$ cat config.mk
export PLATFORM = sky130hd
export DESIGN_NAME = systolic_output_collector
export DESIGN_NICKNAME = d
export VERILOG_FILES = /design/src/rtl/collector_pkg.sv /design/src/rtl/collector_col_fifo.sv /design/src/rtl/systolic_output_collector.sv
export SDC_FILE = /design/constraint.sdc
export NUM_CORES = 1
export LEC_CHECK = 0
export ABC_AREA = 1
export BUFFER_PORTS_ARGS = -buffer_cell sky130_fd_sc_hd__buf_2
export CELL_PAD_IN_SITES_DETAIL_PLACEMENT = 1
export CELL_PAD_IN_SITES_GLOBAL_PLACEMENT = 1
export CORE_MARGIN = 2
export CORE_UTILIZATION = 44
export DETAILED_ROUTE_END_ITERATION = 7
export GPL_ROUTABILITY_DRIVEN = 1
export HOLD_SLACK_MARGIN = 0.1
export PLACE_DENSITY_LB_ADDON = 0.1
export SLEW_MARGIN = 20
export SYNTH_ARGS = -nofsm -noshare
export SYNTH_HDL_FRONTEND = slang
export SYNTH_SLANG_ARGS = --single-unit
$ cat constraint.sdc
create_clock -name clk -period 2.05 [get_ports clk]
set_input_delay 0.1025 -clock clk [delete_from_list [all_inputs] [get_ports clk]]
set_output_delay 0.1025 -clock clk [all_outputs]
set_load 0.01 [all_outputs]
$ cat src/rtl/collector_pkg.sv
// rtl/collector_pkg.sv - shared types and widths for the systolic output collector
package collector_pkg;

  localparam int M_ROWS        = 5;
  localparam int DEPTH_ENTRIES = 8;
  localparam int IDX_W         = $clog2(M_ROWS);
  localparam int PTR_W         = $clog2(DEPTH_ENTRIES);

  typedef enum logic [1:0] {
    IDLE = 2'd0,
    RUN  = 2'd1,
    FIN  = 2'd2
  } state_t;

endpackage

$ cat src/rtl/collector_col_fifo.sv
// rtl/collector_col_fifo.sv - per-column deskew FIFO with flush and head read
module collector_col_fifo
  import collector_pkg::*;
#(
  parameter int DATA_WIDTH = 8,
  parameter int DEPTH      = DEPTH_ENTRIES
) (
  input  logic                  clk,
  input  logic                  rst_n,
  input  logic                  i_push,
  input  logic [DATA_WIDTH-1:0] i_data,
  input  logic                  i_pop,
  input  logic                  i_flush,
  output logic                  o_full,
  output logic                  o_empty,
  output logic [DATA_WIDTH-1:0] o_head
);

  logic [DATA_WIDTH-1:0] r_mem [DEPTH];
  logic [PTR_W-1:0]      r_wr_ptr;
  logic [PTR_W-1:0]      r_rd_ptr;
  logic [PTR_W:0]        r_count;
  logic                  w_do_push;
  logic                  w_do_pop;

  assign o_full    = (r_count == (PTR_W+1)'(DEPTH));
  assign o_empty   = (r_count == '0);
  assign o_head    = r_mem[r_rd_ptr];
  // A full FIFO still accepts a write when the head leaves in the same cycle
  assign w_do_pop  = i_pop && !o_empty;
  assign w_do_push = i_push && (!o_full || w_do_pop);

  // Pointer and occupancy bookkeeping; flush discards everything queued
  always_ff @(posedge clk or negedge rst_n) begin
    if (!rst_n) begin
      r_wr_ptr <= '0;
      r_rd_ptr <= '0;
      r_count  <= '0;
    end else if (i_flush) begin
      r_wr_ptr <= '0;
      r_rd_ptr <= '0;
      r_count  <= '0;
    end else begin
      if (w_do_push) r_wr_ptr <= r_wr_ptr + PTR_W'(1);
      if (w_do_pop)  r_rd_ptr <= r_rd_ptr + PTR_W'(1);
      case ({w_do_push, w_do_pop})
        2'b10:   r_count <= r_count + (PTR_W+1)'(1);
        2'b01:   r_count <= r_count - (PTR_W+1)'(1);
        default: r_count <= r_count;
      endcase
    end
  end

  // Storage array; when full with a concurrent pop the write lands on the slot just read
  always_ff @(posedge clk) begin
    if (w_do_push && !i_flush) r_mem[r_wr_ptr] <= i_data;
  end

endmodule

$ cat src/rtl/systolic_output_collector.sv
// rtl/systolic_output_collector.sv - deskews K systolic columns into aligned result rows
module systolic_output_collector
  import collector_pkg::*;
#(
  parameter int M          = M_ROWS,
  parameter int K          = 4,
  parameter int DATA_WIDTH = 8,
  parameter int DEPTH      = DEPTH_ENTRIES
) (
  input  logic                    clk,
  input  logic                    rst_n,
  input  logic                    start,
  input  logic [DATA_WIDTH*K-1:0] y_in,
  input  logic [K-1:0]            y_valid,
  output logic [DATA_WIDTH*K-1:0] out_row,
  output logic                    out_valid,
  input  logic                    out_ready,
  output logic [IDX_W-1:0]        out_idx,
  output logic                    out_last,
  output logic                    busy,
  output logic                    done,
  output logic                    err
);

  state_t                  r_state;
  logic [IDX_W-1:0]        r_cnt;
  logic                    r_err;

  logic [K-1:0]            w_full;
  logic [K-1:0]            w_empty;
  logic [K-1:0]            w_push;
  logic [DATA_WIDTH*K-1:0] w_head;
  logic                    w_in_run;
  logic                    w_flush;
  logic                    w_pop;
  logic                    w_last;
  logic                    w_err_new;

  assign w_in_run = (r_state == RUN);
  assign w_flush  = (r_state == FIN);
  assign w_push   = y_valid & {K{w_in_run}};

  for (genvar g = 0; g < K; g++) begin : g_col
    collector_col_fifo #(
      .DATA_WIDTH (DATA_WIDTH),
      .DEPTH      (DEPTH)
    ) u_fifo (
      .clk     (clk),
      .rst_n   (rst_n),
      .i_push  (w_push[g]),
      .i_data  (y_in[DATA_WIDTH*g +: DATA_WIDTH]),
      .i_pop   (w_pop),
      .i_flush (w_flush),
      .o_full  (w_full[g]),
      .o_empty (w_empty[g]),
      .o_head  (w_head[DATA_WIDTH*g +: DATA_WIDTH])
    );
  end

  // A row is released only once every column holds its element
  assign out_valid = w_in_run && (w_empty == '0);
  assign out_row   = out_valid ? w_head : '0;
  assign w_pop     = out_valid && out_ready;
  assign w_last    = (r_cnt == IDX_W'(M-1));
  assign out_idx   = r_cnt;
  assign out_last  = w_last;
  assign busy      = (r_state == RUN);
  assign done      = (r_state == FIN);
  assign err       = r_err;

  // Protocol violations seen this cycle: stray pushes, overflow, restart, leftovers at job end
  assign w_err_new = ((|y_valid) && !w_in_run)
                  || ((|(y_valid & w_full)) && w_in_run && !w_pop)
                  || (start && (r_state != IDLE))
                  || (w_flush && (w_empty != '1));

  // Job sequencing and row counter, which wraps on the last accepted row
  always_ff @(posedge clk or negedge rst_n) begin
    if (!rst_n) begin
      r_state <= IDLE;
      r_cnt   <= '0;
    end else begin
      case (r_state)
        IDLE: begin
          if (start) begin
            r_state <= RUN;
            r_cnt   <= '0;
          end
        end
        RUN: begin
          if (w_pop) begin
            if (w_last) begin
              r_cnt   <= '0;
              r_state <= FIN;
            end else begin
              r_cnt <= r_cnt + IDX_W'(1);
            end
          end
        end
        FIN:     r_state <= IDLE;
        default: r_state <= IDLE;
      endcase
    end
  end

  // Sticky error; a fresh start clears history but still records same-cycle faults
  always_ff @(posedge clk or negedge rst_n) begin
    if (!rst_n) begin
      r_err <= 1'b0;
    end else if (start && (r_state == IDLE)) begin
      r_err <= w_err_new;
    end else begin
      r_err <= r_err | w_err_new;
    end
  end

endmodule

## After elaboration in Yosys (flattened, before gate mapping)

Memory sizes are Yosys's and may differ from the RTL's.
Index checks and enable logic that the tools add are counted.

- Bits in writable memories: 256
- Word-level logic and storage cells: 162
- Output and inout port bits: 40
- Memories kept: 4
- Register bits: 46
- Bits of input ports: 40

- Eq/ne operators: 19
- Bitwise operators: 3
- $add $sub $neg: 17
- Reduce and logical (&&, ||, !) cells: 62
- Muxes and demuxes: 42

Memories:

| name | words | width | rd ports | clocked after memory_dff | write ports | line | source |
|---|---|---|---|---|---|---|---|
| g_col[0].u_fifo.r_mem | 8 | 8 | 1 | 0 | 1 | collector_col_fifo.sv:19 | `logic [DATA_WIDTH-1:0] r_mem [DEPTH];` |
| g_col[1].u_fifo.r_mem | 8 | 8 | 1 | 0 | 1 | collector_col_fifo.sv:19 |  |
| g_col[2].u_fifo.r_mem | 8 | 8 | 1 | 0 | 1 | collector_col_fifo.sv:19 |  |
| g_col[3].u_fifo.r_mem | 8 | 8 | 1 | 0 | 1 | collector_col_fifo.sv:19 |  |

Operators with widths:

| kind | number |
|---|---|
| two-way mux 3 bit | 19 |
| two-way mux 32 bit | 1 |
| one-hot mux 4 bit (2 select lines) | 4 |
| adder 3 x 1 -> 3 bit (second input constant) | 9 |
| logical AND 1 bit | 20 |
| zero test 4 bit | 5 |
| nonzero test 2 bit | 10 |
| adder 4 x 1 -> 4 bit (second input constant) | 4 |
| == test 4 bit (second input constant) | 4 |
| two-way mux 4 bit | 4 |
| subtractor 4 x 1 -> 4 bit (second input constant) | 4 |
| nonzero test 3 bit | 4 |
| zero test 1 bit | 11 |
| == test 2 x 1 -> 1 bit (second input constant) | 5 |
| == test 2 bit (second input constant) | 5 |
| two-way mux 1 bit | 9 |
| AND 4 bit | 2 |
| OR reduction 4 bit | 2 |
| logical OR 1 bit | 7 |
| two-way mux 2 bit | 3 |
| one-hot mux 3 bit (2 select lines) | 1 |
| AND reduction 3 bit | 2 |
| != test 2 bit (second input constant) | 2 |
| != test 4 bit (second input constant) | 1 |
| other kinds (5) | 5 |

## Logic depth before layout (Yosys ltp)

- Depth after elaboration: 11
- Gate-level depth with buffers: 16
- Mapped depth without buffers: 16

## By module

Synthesis repeated with hierarchy kept, for this count alone.

- Cell total of the unflattened synthesis: 1307
- Area, all modules: 13885.8 um^2

Modules (own cells, without submodules):

| module | area each (um^2) | cells an instance | times used | seq. area each (um^2) |
|---|---|---|---|---|
| collector_col_fifo at g_col[2].u_fifo ... | 3229.3 | 290 | 2 | 2172.1 |
| collector_col_fifo at g_col[0].u_fifo ... | 3198.1 | 291 | 2 | 2172.1 |
| systolic_output_collector | 1031.0 | 145 | 1 | 150.1 |

## Worst setup path after synthesis

No wires, ideal clock.

- Path type: reg-to-reg
- Start: register g_col[2].u_fifo.r_count[0]
- End: register g_col[3].u_fifo.r_count[3]
- Buffers on the path: 0
- Data arrival time: 2.052 ns
- Required time: 1.932 ns
- Setup time: 0.118 ns
- Stages on the path, launching flop included: 16
- Clock period less this slack: 2.169 ns
- Slack: -0.119 ns
- Path through: dfrtp_1 nor2_1 nand2_1 nand3_1 nor2_4 nand3_1 inv_1 ha_1 a21oi_1 nand3_1 nand2_1 inv_1 nand3_1 nand2_1 nand3_1 nand2_1

- Word-level cells in the longest chain between the ends: 10
- Elaborated cells between the ends (all ways): 12
- Classes of those cells: eq/ne: 2; mux: 2; reduce/logical: 8

Ends and longest elaborated chain:

| item | line | source |
|---|---|---|
| from (decl) | collector_col_fifo.sv:22 | `logic [PTR_W:0] r_count;` |
| from (signal assigned) | collector_col_fifo.sv:47 | `2'b10: r_count <= r_count + (PTR_W+1)'(1);` |
| from (signal assigned) | collector_col_fifo.sv:48 | `2'b01: r_count <= r_count - (PTR_W+1)'(1);` |
| from (signal assigned) | collector_col_fifo.sv:49 | `default: r_count <= r_count;` |
| zero test 4 bit (*) | collector_col_fifo.sv:27 | `assign o_empty = (r_count == '0);` |
| zero test 4 bit (*) | systolic_output_collector.sv:61 | `assign out_valid = w_in_run && (w_empty == '0);` |
| logical AND 1 bit (*) | systolic_output_collector.sv:61 |  |
| net out_valid | systolic_output_collector.sv:16 | `output logic out_valid,` |
| logical AND 1 bit (*) | systolic_output_collector.sv:63 | `assign w_pop = out_valid && out_ready;` |
| logical AND 1 bit (*) | collector_col_fifo.sv:30 | `assign w_do_pop = i_pop && !o_empty;` |
| logical OR 1 bit | collector_col_fifo.sv:31 | `assign w_do_push = i_push && (!o_full \|\| w_do_pop);` |
| logical AND 1 bit | collector_col_fifo.sv:31 |  |
| == test 2 x 1 -> 1 bit or == test 2 bit (tied branches) | collector_col_fifo.sv:46 | `case ({w_do_push, w_do_pop})` |
| one-hot mux 4 bit (2 select lines) | collector_col_fifo.sv:46 |  |
| two-way mux 4 bit | collector_col_fifo.sv:39 | `end else if (i_flush) begin` |
| to (signal assigned) | collector_col_fifo.sv:47 |  |
| to (signal assigned) | collector_col_fifo.sv:48 |  |
| to (signal assigned) | collector_col_fifo.sv:49 |  |
| to (decl) | collector_col_fifo.sv:22 |  |

Mark *: on every way through the listed nets, which the timed path passes. The rest lies on a longest branch.
A chain may end at the register's enable or synchronous reset.

## Worst setup path in the final report

- Start: register r_state[0]
- End: register g_col[0].u_fifo.r_count[3]

- Word-level cells in the longest chain between the ends: 9
- Elaborated cells between the ends (all ways): 13
- Classes of those cells: eq/ne: 4; mux: 2; bitwise: 1; reduce/logical: 6

Ends and longest elaborated chain:

| item | line | source |
|---|---|---|
| from (decl) | systolic_output_collector.sv:25 | `state_t r_state;` |
| from (signal assigned) | systolic_output_collector.sv:80 | `r_state <= IDLE;` |
| from (signal assigned) | systolic_output_collector.sv:86 | `r_state <= RUN;` |
| from (signal assigned) | systolic_output_collector.sv:94 | `r_state <= FIN;` |
| == test 2 x 1 -> 1 bit | systolic_output_collector.sv:39 | `assign w_in_run = (r_state == RUN);` |
| logical AND 1 bit | systolic_output_collector.sv:61 |  |
| logical AND 1 bit | systolic_output_collector.sv:63 |  |
| logical AND 1 bit | collector_col_fifo.sv:30 |  |
| logical OR 1 bit | collector_col_fifo.sv:31 |  |
| logical AND 1 bit | collector_col_fifo.sv:31 |  |
| == test 2 x 1 -> 1 bit or == test 2 bit (tied branches) | collector_col_fifo.sv:46 |  |
| one-hot mux 4 bit (2 select lines) | collector_col_fifo.sv:46 |  |
| two-way mux 4 bit | collector_col_fifo.sv:39 |  |
| to (signal assigned) | collector_col_fifo.sv:47 |  |
| to (signal assigned) | collector_col_fifo.sv:48 |  |
| to (signal assigned) | collector_col_fifo.sv:49 |  |
| to (decl) | collector_col_fifo.sv:22 |  |

Several ways; a longest one is shown, not always the timed one.

==> impl_metrics.yaml <==
outcome:
  outcome: "finished with violations"
  violations: "negative setup slack"
yosys:
  synthesis.area_um2: 13000
  synthCells: 1168
  yosysTopAreaCellShare_pct: 59.0
  seq_area_frac_synth_pct: 67.9
  syn_nets: 1230
  synth_largest_area_cell: "edfxtp_1"
  synth.distinct_cells: 28
  synth.area.top_cells: "edfxtp_1 (59%), dfrtp_1 (8.8%), nor2_1 (7.4%)"
  yosys_warnings: 0
  synth.avg_cell_area_um2: 11.2
  ys_ff_latch: 302
cts:
  clk_pin_slew_worst_paths_ns: 0.06
  cts-root-buf: "clkbuf_16"
  clock_path_buffers: 3
  clk_latency_ns: 0.51
  htreeDepth: 2
  cts_buffers: 34
  cts_tree: "done"
  cts.sinks: 302
floorplanning:
  die_width_um: 176
  core_area_um2: 28900
  rows: 62
  dieArea_um2: 31000
  pin_count: 80
  die_h_um: 176
  start_util_pct: 45.0
drt:
  top_layer: "met4"
  ant_nets: 0
  vias_per_cell: 5.40
  initialDrtViolationCount: 602
  wl_met3_um: 1170
  wirelength_um: 35700
  dr_wl_met2_um: 17600
  drc: 0
  wl_met1_um: 16100
  drtPass1Iterations: 5
  wl_per_cell_um: 19.8
  via_count: 9707
setup_path:
  cp.required_ns: 2.44
  slowest_delay_ns: 0.36
  crit_chain: "inv_2, nor2_4, buf_6, nand2_1, nand3_4, inv_4, ha_1, nand3_2, nand2_1, nand2_1, nand2_1, inv_1, nand3_1, nand2_1, nand3_1, nand2_1"
  crit_fanout: 11
  critPathBufInv: 4
  worst_setup_path_start_kind: "register"
  cp_top_family: "simple AND/OR/NAND/NOR gates"
  cpMostUsedCell: "nand2_1"
  arrival_ns: 2.47
  cp-end-kind: "register"
  path_class: "reg -> reg"
  cp_slowest_cell: "dfrtp_1"
global_routing:
  grt_util_all_layers_pct: 22.0
  grt_pass1_vias: 10241
  overflow: 0
  antenna_found_initial: 0
  grt_pass1_wl_um: 53900
  grt_start_max_net_pins: 35
finish:
  fin_area_um2: 16900
  areaGrowthSynthToFinish_pct: 29.8
  n_antenna_cell: 0
  nets: 1452
  layout-drive-gt1-share_pct: 26.1
sta:
  slew_viol_final: 0
  fin_ws_ns: -0.0269
  fmax_mhz: 481
  skew_ns: 0.0201
  post-route-period-util_pct: 101
  worstMarginPinSlew_ns: 0.559
  setup_violations: 5
  min_period_ns: 2.08
  rsz0062_at_grt: "true"
  relSlewSlack_pct: 62.8
  hold_ws_ns: 0.112
  finalHoldViolations: 0
place:
  dp_hpwl_um: 21300
  gp_congestion: 0.835
  placed_area_um2: 14600
  io_buffer_count: 79
job:
  cap_violations: 0
pwr:
  p_leak_nw: 6.59
  peakVddDrop_mv: 0.802
  power.density_nw_per_um2: 1280
worst_hold_path:
  min_path_type: "in -> async"
==> kinds of logic (layout without fill, tap and decap cells) <==
| logic type | count (synthesis) | count (layout) | synth area share, % |
|---|---|---|---|
| simple gates | 503 | 503 | 16.1 |
| flops | 302 | 302 | 67.9 |
| compound gates | 222 | 222 | 9.79 |
| buf+inv | 110 | 355 | 3.29 |
| fa+ha+maj | 22 | 22 | 2.34 |
| xor+xnor | 9 | 9 | 0.605 |
==> placed cells by master, fill, tap and decap left out, types with 11 or more instances in the layout <==
cell,n
buf_12,11
buf_2,74
buf_4,82
buf_6,25
clkbuf_16,41
clkinv_1,11
dfrtp_1,44
dlygate4sd3_1,37
edfxtp_1,256
ha_1,14
inv_1,38
nand2_1,120
nand3_1,50
nand3_2,15
nand4_1,14
nor2_1,222
nor2_2,29
nor3_2,14
o211ai_1,65
o21ai_0,137
o21ai_1,11
==> where the power goes <==
group / switching, W / internal [W]
combinational: 0.00497 / 0.00317
sequential: 0.000370 / 0.00739
clock: 0.00244 / 0.00325
==> metrics by stage <==
step	cells	total power (W)	worst slack, ns	util, %	TNS, ns
after global placement	1679	0.0141	0.00401	50.5	0
after floorplan	1168	0.0119	-0.0294	-	-3.45
after global routing	1797	0.0228	-0.199	58.4	-6.53
after detailed placement	1679	0.0144	-0.138	50.5	-8.33
after CTS	1781	0.0205	-0.00461	56.0	-0.00461
final	1797	0.0216	-0.0269	58.4	-0.0662
==> path summary, 6_finish.rpt <==
kind                            start                          end  slack [ns]  cells after the start
min reg2reg                out_idx[0]                   out_idx[0]        0.57                      1
max                        r_state[0]   g_col[0].u_fifo.r_count[3]       -0.03                     16
min                             rst_n  g_col[3].u_fifo.r_wr_ptr[1]        0.11                      2
max reg2reg                r_state[0]   g_col[0].u_fifo.r_count[3]       -0.03                     16
min in group clk           y_valid[3]   g_col[3].u_fifo.r_count[3]        0.13                      6
max in group asynchronous       rst_n  g_col[3].u_fifo.r_rd_ptr[0]        1.38                      3
==> synth_stat cells <==
library cell,n
nand4_1,14
fa_1,4
o21ai_1,4
nor3_1,16
nand3_1,66
a21oi_1,8
nand2_2,6
buf_1,4
inv_2,1
nor2_1,257
dfrtp_1,46
nor2_2,1
nor2_4,1
nor3_2,1
o211ai_1,65
o21ai_0,144
nand3_2,6
buf_4,2
edfxtp_1,256
clkbuf_1,39
nand2_1,133
buf_2,7
xor2_1,9
clkinv_1,4
o22ai_1,1
nor4_1,2
ha_1,18
inv_1,53
==> layout make-up <==
class / instances / area (um2)
Sequential cell: 302 / 8840
Timing Repair Buffer: 238 / 2050
Tap cell: 384 / 480
Inverter: 58 / 238
Fill cell: 2996 / 12000
Multi-Input combinational cell: 756 / 4280
Clock buffer: 41 / 898
Clock inverter: 18 / 115
==> timing repair <==
item	CTS	global route
pin swaps	6	26
resized for setup	39	134
endpoints found under the hold margin	304	0
setup endpoints to repair	219	285
buffers inserted	6	9
hold buffers	37	0
gates cloned	0	7
==> flip-flops by register name, indices dropped and copies added, names as in the netlist <==
signal                 cells
g_col.u_fifo.r_count      16
g_col.u_fifo.r_mem       256
out_idx                    3
r_state                    2
err                        1
g_col.u_fifo.r_rd_ptr     12
g_col.u_fifo.r_wr_ptr     12
==> metal layers <==
layer,vias up,track usage [%]
met5,-,0
met4,0,4.58
met3,45,2.89
met2,155,38.1
met1,4929,30.0
li1,4578,-
Power figures use the tool's default switching activity.
